`src/rtl/tt_lut_gate.sv`:
```
// ============================================================================
// Module   : tt_lut_gate
// Brief    : Registered truth-table gate with a serial, atomically committed
//            table loader. Optional input glitch filter enabled by the macro
//            TT_LUT_GATE_GLITCH_FILTER_EN.
// Revision : 1.0
// ============================================================================
`default_nettype none

module tt_lut_gate #(
  parameter int                    N_IN    = 4,
  parameter logic [(1<<N_IN)-1:0]  TT_INIT = 16'h0038,
  parameter int                    SETTLE  = 4
) (
  input  logic            clk,
  input  logic            rst,
  input  logic [N_IN-1:0] in,
  output logic            out,
  output logic            out_valid,
  input  logic            tt_valid,
  input  logic            tt_data,
  input  logic            tt_last,
  output logic            tt_ready,
  output logic            tt_err
);

  localparam int               W        = 1 << N_IN;
  localparam logic [N_IN-1:0]  LAST_IDX = {N_IN{1'b1}};

  typedef enum logic [1:0] {
    IDLE   = 2'd0,
    SHIFT  = 2'd1,
    COMMIT = 2'd2
  } state_t;

  state_t          state_q, state_d;
  logic [N_IN-1:0] cnt_q, cnt_d;
  logic [W-1:0]    shadow_q, shadow_d;
  logic [W-1:0]    tt_q, tt_d;
  logic            err_q, err_d;
  logic            out_q, out_d;
  logic            valid_q, valid_d;
  logic            started_q, started_d;

  logic            xfer;
  logic [N_IN-1:0] idx;
  logic            lookup;

  // Loader: stream bit k (row k) lands at table bit W-1-k, i.e. ~k.
  always_comb begin
    state_d  = state_q;
    cnt_d    = cnt_q;
    shadow_d = shadow_q;
    tt_d     = tt_q;
    err_d    = err_q;
    xfer     = tt_valid && (state_q != COMMIT);
    idx      = (state_q == IDLE) ? '0 : cnt_q;

    if (state_q == COMMIT) begin
      tt_d    = shadow_q;
      state_d = IDLE;
    end else if (xfer) begin
      shadow_d[~idx] = tt_data;
      if (state_q == IDLE) begin
        err_d = 1'b0;
      end
      if (idx == LAST_IDX) begin
        if (tt_last) begin
          state_d = COMMIT;
        end else begin
          err_d    = 1'b1;
          shadow_d = '0;
          state_d  = IDLE;
        end
      end else if (tt_last) begin
        err_d    = 1'b1;
        shadow_d = '0;
        state_d  = IDLE;
      end else begin
        cnt_d   = idx + 1'b1;
        state_d = SHIFT;
      end
    end
  end

  assign lookup    = tt_q[~in];
  assign started_d = 1'b1;

`ifdef TT_LUT_GATE_GLITCH_FILTER_EN
  localparam logic [7:0] SETTLE_C = 8'(SETTLE);

  logic [N_IN-1:0] in_prev_q, in_prev_d;
  logic [7:0]      stab_q, stab_d;
  logic            settled;

  // stab counts consecutive cycles in has held its value, this cycle included.
  always_comb begin
    in_prev_d = in;
    if (in != in_prev_q) begin
      stab_d = 8'd1;
    end else if (stab_q >= SETTLE_C) begin
      stab_d = stab_q;
    end else begin
      stab_d = stab_q + 8'd1;
    end
    settled = (stab_d >= SETTLE_C);
    out_d   = settled ? lookup : out_q;
    valid_d = started_q && settled;
  end

  always_ff @(posedge clk) begin
    if (rst) begin
      in_prev_q <= '0;
      stab_q    <= '0;
    end else begin
      in_prev_q <= in_prev_d;
      stab_q    <= stab_d;
    end
  end
`else
  always_comb begin
    out_d   = lookup;
    valid_d = started_q;
  end
`endif

  always_ff @(posedge clk) begin
    if (rst) begin
      state_q   <= IDLE;
      cnt_q     <= '0;
      shadow_q  <= '0;
      tt_q      <= TT_INIT;
      err_q     <= 1'b0;
      out_q     <= 1'b0;
      valid_q   <= 1'b0;
      started_q <= 1'b0;
    end else begin
      state_q   <= state_d;
      cnt_q     <= cnt_d;
      shadow_q  <= shadow_d;
      tt_q      <= tt_d;
      err_q     <= err_d;
      out_q     <= out_d;
      valid_q   <= valid_d;
      started_q <= started_d;
    end
  end

  // Outputs are forced low for the whole time rst is high, not just after its first edge.
  assign out       = out_q & ~rst;
  assign out_valid = valid_q & ~rst;
  assign tt_err    = err_q & ~rst;
  assign tt_ready  = ~rst & (state_q != COMMIT);

endmodule

`default_nettype wire

```
`config.mk`:
```
export PLATFORM = sky130hd
export DESIGN_NAME = tt_lut_gate
export DESIGN_NICKNAME = d
export VERILOG_FILES = /design/src/rtl/tt_lut_gate.sv
export SDC_FILE = /design/constraint.sdc
export NUM_CORES = 1
export LEC_CHECK = 0
export CAP_MARGIN = 20
export CORE_UTILIZATION = 38
export DETAILED_ROUTE_END_ITERATION = 8
export PLACE_DENSITY_LB_ADDON = 0.08
export SLEW_MARGIN = 25
export SYNTH_ARGS = -nofsm -noshare
export SYNTH_HDL_FRONTEND = slang
export SYNTH_SLANG_ARGS = --single-unit
```
`constraint.sdc`:
```
create_clock -name clk -period 1.7 [get_ports clk]
set_clock_uncertainty 0.1 [all_clocks]
set_input_delay 0.34 -clock clk [delete_from_list [all_inputs] [get_ports clk]]
set_output_delay 0.34 -clock clk [all_outputs]
set_load 0.02 [all_outputs]
```
======== After elaboration in Yosys (flattened, before gate mapping) ========
Index checks and enable logic that the tools add are counted.
storage, ports and cells
  word-level logic and storage cells ...... 48
  register bits ........................... 42
  bits of input ports ..................... 9
  RAM bits ................................ 0
  output and inout port bits .............. 4
  latch bits .............................. 0
  memories kept ........................... 0
  memory bits (read-only) ................. 0
operators by class
  muxes and demuxes ....................... 17
  shift operators ......................... 0
  multiply operators ...................... 0
  reduce and logical (&&, ||, !) cells .... 6
  bitwise logic cells ..................... 10
  eq/ne operators ......................... 3
  divide/modulo/power cells ............... 0
  $add $sub $neg .......................... 1
  order comparisons ....................... 3
operators with widths
  operator               number
  $mux W16               3
  $bwmux W16             1
  $lt A4 B5 Y1 const B   2
  $mux W1                8
  $not A4 Y4             2
  $add A4 B1 Y4 const B  1
  $and A1 B1 Y1          4
  $bmux W1 S4            1
  $demux W1 S4           1
  $eq A4 B4 Y1 const B   1
  $ge A4 B1 Y1 const B   1
  $mux W2                2
  $mux W4                1
  $not A1 Y1             4
  $reduce_and A4 Y1      1
  $eq A2 B2 Y1 const B   1
  $logic_and A1 B1 Y1    2
  $logic_not A2 Y1       1
  $ne A2 B2 Y1 const B   1
  $reduce_and A2 Y1      1
  $reduce_or A2 Y1       1

======== Logic depth before layout (Yosys ltp) ========
  depth after elaboration ................. 10
  mapped depth ............................ 9

======== Worst setup path before layout ========
No wires, ideal clock.
  kind .................................... register to register
  from .................................... reg state_q[0]
  to ...................................... reg shadow_q[10]
  stages on the path, launching flop included .. 10
  path buffers ............................ 2
  period minus slack after synthesis ...... 1.817 ns
  required time ........................... 1.475 ns
  arrival time ............................ 1.592 ns
  setup time .............................. 0.125 ns
  slack ................................... -0.117 ns
  path through ............................ dfxtp_1 -> buf_6 -> clkbuf_1 -> o21ai_0 -> inv_1 -> ha_1 -> nand3_1 -> nand2b_1 -> o211ai_1 -> o22ai_1
on the way
  longest elaborated chain between the ends .. 10
  elaborated cells between the ends (all ways) .. 18
RTL lines
  what                                                                RTL line  text
  start: declaration                                                  36        state_t state_q, state_d;
  start signal: assignment                                            138       state_q <= state_d;
  $logic_not A2 Y1                                                    57        idx = (state_q == IDLE) ? '0 : cnt_q;
  $mux W4                                                             57
  $not A4 Y4                                                          63        shadow_d[~idx] = tt_data;
  $lt A4 B5 Y1 (implied by the code) or $ge A4 B1 Y1 (tied branches)  63
  $logic_and A1 B1 Y1 (implied by the code)                           63
  $mux W1 (implied by the code)                                       63
  $demux W1 S4                                                        63
  $bwmux W16                                                          63
  $mux W16, on equally long branches                                  75, 68
  $mux W16                                                            67        if (idx == LAST_IDX) begin
  end signal: assignment                                              140       shadow_q <= shadow_d;
  end: declaration                                                    38        logic [W-1:0] shadow_q, shadow_d;
Several ways; a longest one is shown, not always the timed one.
A chain may end at the register's enable or synchronous reset.

======== Worst setup path after layout ========
  from .................................... reg state_q[0]
  to ...................................... reg cnt_q[2]
on the way
  longest elaborated chain between the ends .. 5
  elaborated cells between the ends (all ways) .. 10
RTL lines
  what                                                                   RTL line  text
  parallel branches: the longest is 5 deep, another holds $add A4 B1 Y4  --
  end signal: assignment                                                 139       cnt_q <= cnt_d;
  end: declaration                                                       37        logic [N_IN-1:0] cnt_q, cnt_d;
Several ways; the timed one is not identified.

==> impl_metrics.csv <==
group,metric,value,unit
setup_path,endpoint_kind,"register",
synthesis,synth_largest_area_cell,"dfxtp_1",
die,placementRows,26,
sta,finalSetupViolations,0,
grt,antenna_found_initial,0,
synthesis,ys_ff_latch,42,
detailed_routing,drcViolationCount,0,
sta,tightest_slew,0.412,ns
detailed_routing,via_per_inst,5.07,
sta,hold_viol_final,0,
synthesis,syn_nets,247,
finish,stdcell_area,2670,sq um
sta,rsz0062_at_grt,"true",
detailed_routing,drt_iter0_drc,79,
finish,num_antenna_cells,0,
synthesis,yosysTopAreaCellShare,41.5,%
finish,drive_gt1_share,28.1,%
setup_path,cp.required,1.82,ns
clock_network,clock_latency,0.30,ns
detailed_routing,ant_nets,0,
setup_path,reg2reg_setup_slack,0.03,ns
clock_network,cts.sinks,42,
synthesis,syn_area_per_cell,8.59,sq um
finish,areaGrowthSynthToFinish,31.5,%
die,coreArea,5110,sq um
clock_network,numCtsBuffers,5,
finish,utilization,52.2,%
finish,regArea,845,sq um
place,place_hpwl,3.80,mm
grt,overflow,0,
clock_network,h-tree-depth,2,
setup_path,worstSetupStartpointType,"register",
finish,num-fill-cells,499,
setup_path,path_class,"register to register",
sta,fmaxAchievable,0.600,GHz
detailed_routing,wirelength,5.12,mm
power,total_leakage_power,1.07,nW
die,dieWidth,75.0,microns
hold_path,hp-class,"register to register",
sta,finalSetupTns,0,ns
clock_network,hold_buffers,0,
detailed_routing,post_drt_wl_per_cell,14.4,microns
die,die_area,5630,sq um
status,status,"finished, final reports clean",
synthesis,synthArstFlopShare,0,%
setup_path,cp_max_fo,5,
die,die_h,75.0,microns
sta,max_slew_margin,72.5,%
synthesis,synth_area_leaders,"dfxtp_1 41%, nand2_1 7.4%, mux2i_1 5.4%, a21oi_1 4.9%, nor3_1 3.0%",
synthesis,ys_types,47,
sta,setup_slack,0.0321,ns
clock_network,cts_tree,"done",
power,p_total,1.87,mW
place,dp.cells,346,
place,post-place-ws,-0.450,ns
sta,slew_violations,0,
finish,multi_input_area,1100,sq um
detailed_routing,first_pass_iters,4,
place,place_area,2530,sq um
synthesis,synth_flop_cell,"dfxtp_1",
finish,mostFrequentLayoutCell,"buf_4",
grt,grt_max_degree,29,
setup_path,crit_arrival,1.79,ns
grt,track_usage,19.9,%
finish,layout.cells.non_filler,355,
clock_network,root_buffer,"clkbuf_8",
place,io_buffer_count,12,
die,ios,13,
detailed_routing,route.vias.total,1799,
sta,min_period,1.67,ns
die,initial_core_util,39.7,%
sta,whs,0.339,ns
grt,grt_pass1_wl,8.27,mm
grt,grt_pass1_vias,1698,
finish,final_cell_mix,"40 x buf_4, 39 x nand2_1, 39 x dfxtp_1",
sta,period_share,98.1,%
synthesis,yosysSeqAreaShare,41.5,%
synthesis,syn_area,2030,sq um
clock_network,clkTransAtPathRegs,0.09,ns
clock_network,clk_path_buf_depth,2,
synthesis,synth_enable_flop_cells,0,
synthesis,yosys_warnings,0,
flow_run,maxCapViolations,0,
synthesis,netlist_instances,236,
power,pwr_density_cell,702,nW/um^2
finish,fin_nets,295,
place,place_congestion,0.798,
power,ir_worst_vdd,333,uV
==> cell usage after synthesis (2+ instances only) <==
master and n:
nand4_1 7, clkbuf_1 7, nand2_1 40, inv_1 5
buf_1 2, nor2_1 13, o311ai_0 2, nand3_1 7
a211oi_1 2, ha_1 2, o21ai_0 8, a31oi_1 2
dfxtp_1 42, nand2b_1 2, nor2b_1 7, buf_6 2
o32ai_1 3, nor3_1 12, and3_1 2, mux4_2 2
a21oi_1 20, o22ai_1 3, o2111ai_1 3, buf_2 7
mux2i_1 11, mux2_2 2
==> per-layer routing <==
metal	global-route usage, %	share of wire (%)	vias to the layer above	routed length [microns]
met1	27.7	49	828	2530
met2	31.2	47	22	2390
met5	0	0	-	0
met4	4.40	0.74	0	38
met3	4.82	3.1	4	158
li1	-	-	945	-
==> state kept, by name, summed over array words and instances, names as in the netlist <==
name and count:
shadow_q 16, tt_q 16, cnt_q 4, state_q 2, err_q 1, out_q 1, started_q 1, valid_q 1
==> where the power goes <==
part           switching [mW]  leakage (nW)  total [mW]  internal [mW]
clock                   0.374        0.0441       0.663          0.289
combinational           0.104         0.684       0.206          0.102
sequential            0.00649         0.341        1.00          0.994
==> kinds of logic after synthesis <==
family          after synthesis  synth area share (%)
buf+inv                      25                  5.99
flops                        42                  41.5
fa+ha+maj                     2                  1.23
mux                          15                  8.77
compound gates               53                  18.9
simple gates                 99                  23.6
==> final timing paths <==
| check | end | startpoint | cells after the start |
|---|---|---|---|
| max | cnt_q[2] | state_q[0] | 6 |
| min | valid_q | started_q | 1 |
| max reg2reg | cnt_q[2] | state_q[0] | 6 |
| min reg2reg | valid_q | started_q | 1 |
==> critical path: stages (launching register included) <==
cell	delay [ns]
dfxtp_2	0.33
buf_6	0.13
buf_12	0.12
o211ai_4	0.17
o2111ai_2	0.17
or4_1	0.42
a21oi_1	0.16
==> area by class of cell <==
cell class | instances | area share, %
multi-input cells | 169 | 41.1
flip-flops and latches | 42 | 31.7
repair buffers | 60 | 19.7
well taps | 70 | 3.28
clock buffers | 5 | 2.58
inverters | 6 | 0.845
clock inverters | 3 | 0.798
==> timing repair <==
action | in CTS | in global routing
pin swaps | 1 | 3
buffers inserted | 1 | 0
gates resized for setup | 20 | 16
setup endpoints to repair | 11 | 15
cloned | 0 | 0
(Power assumes the default switching activity.)
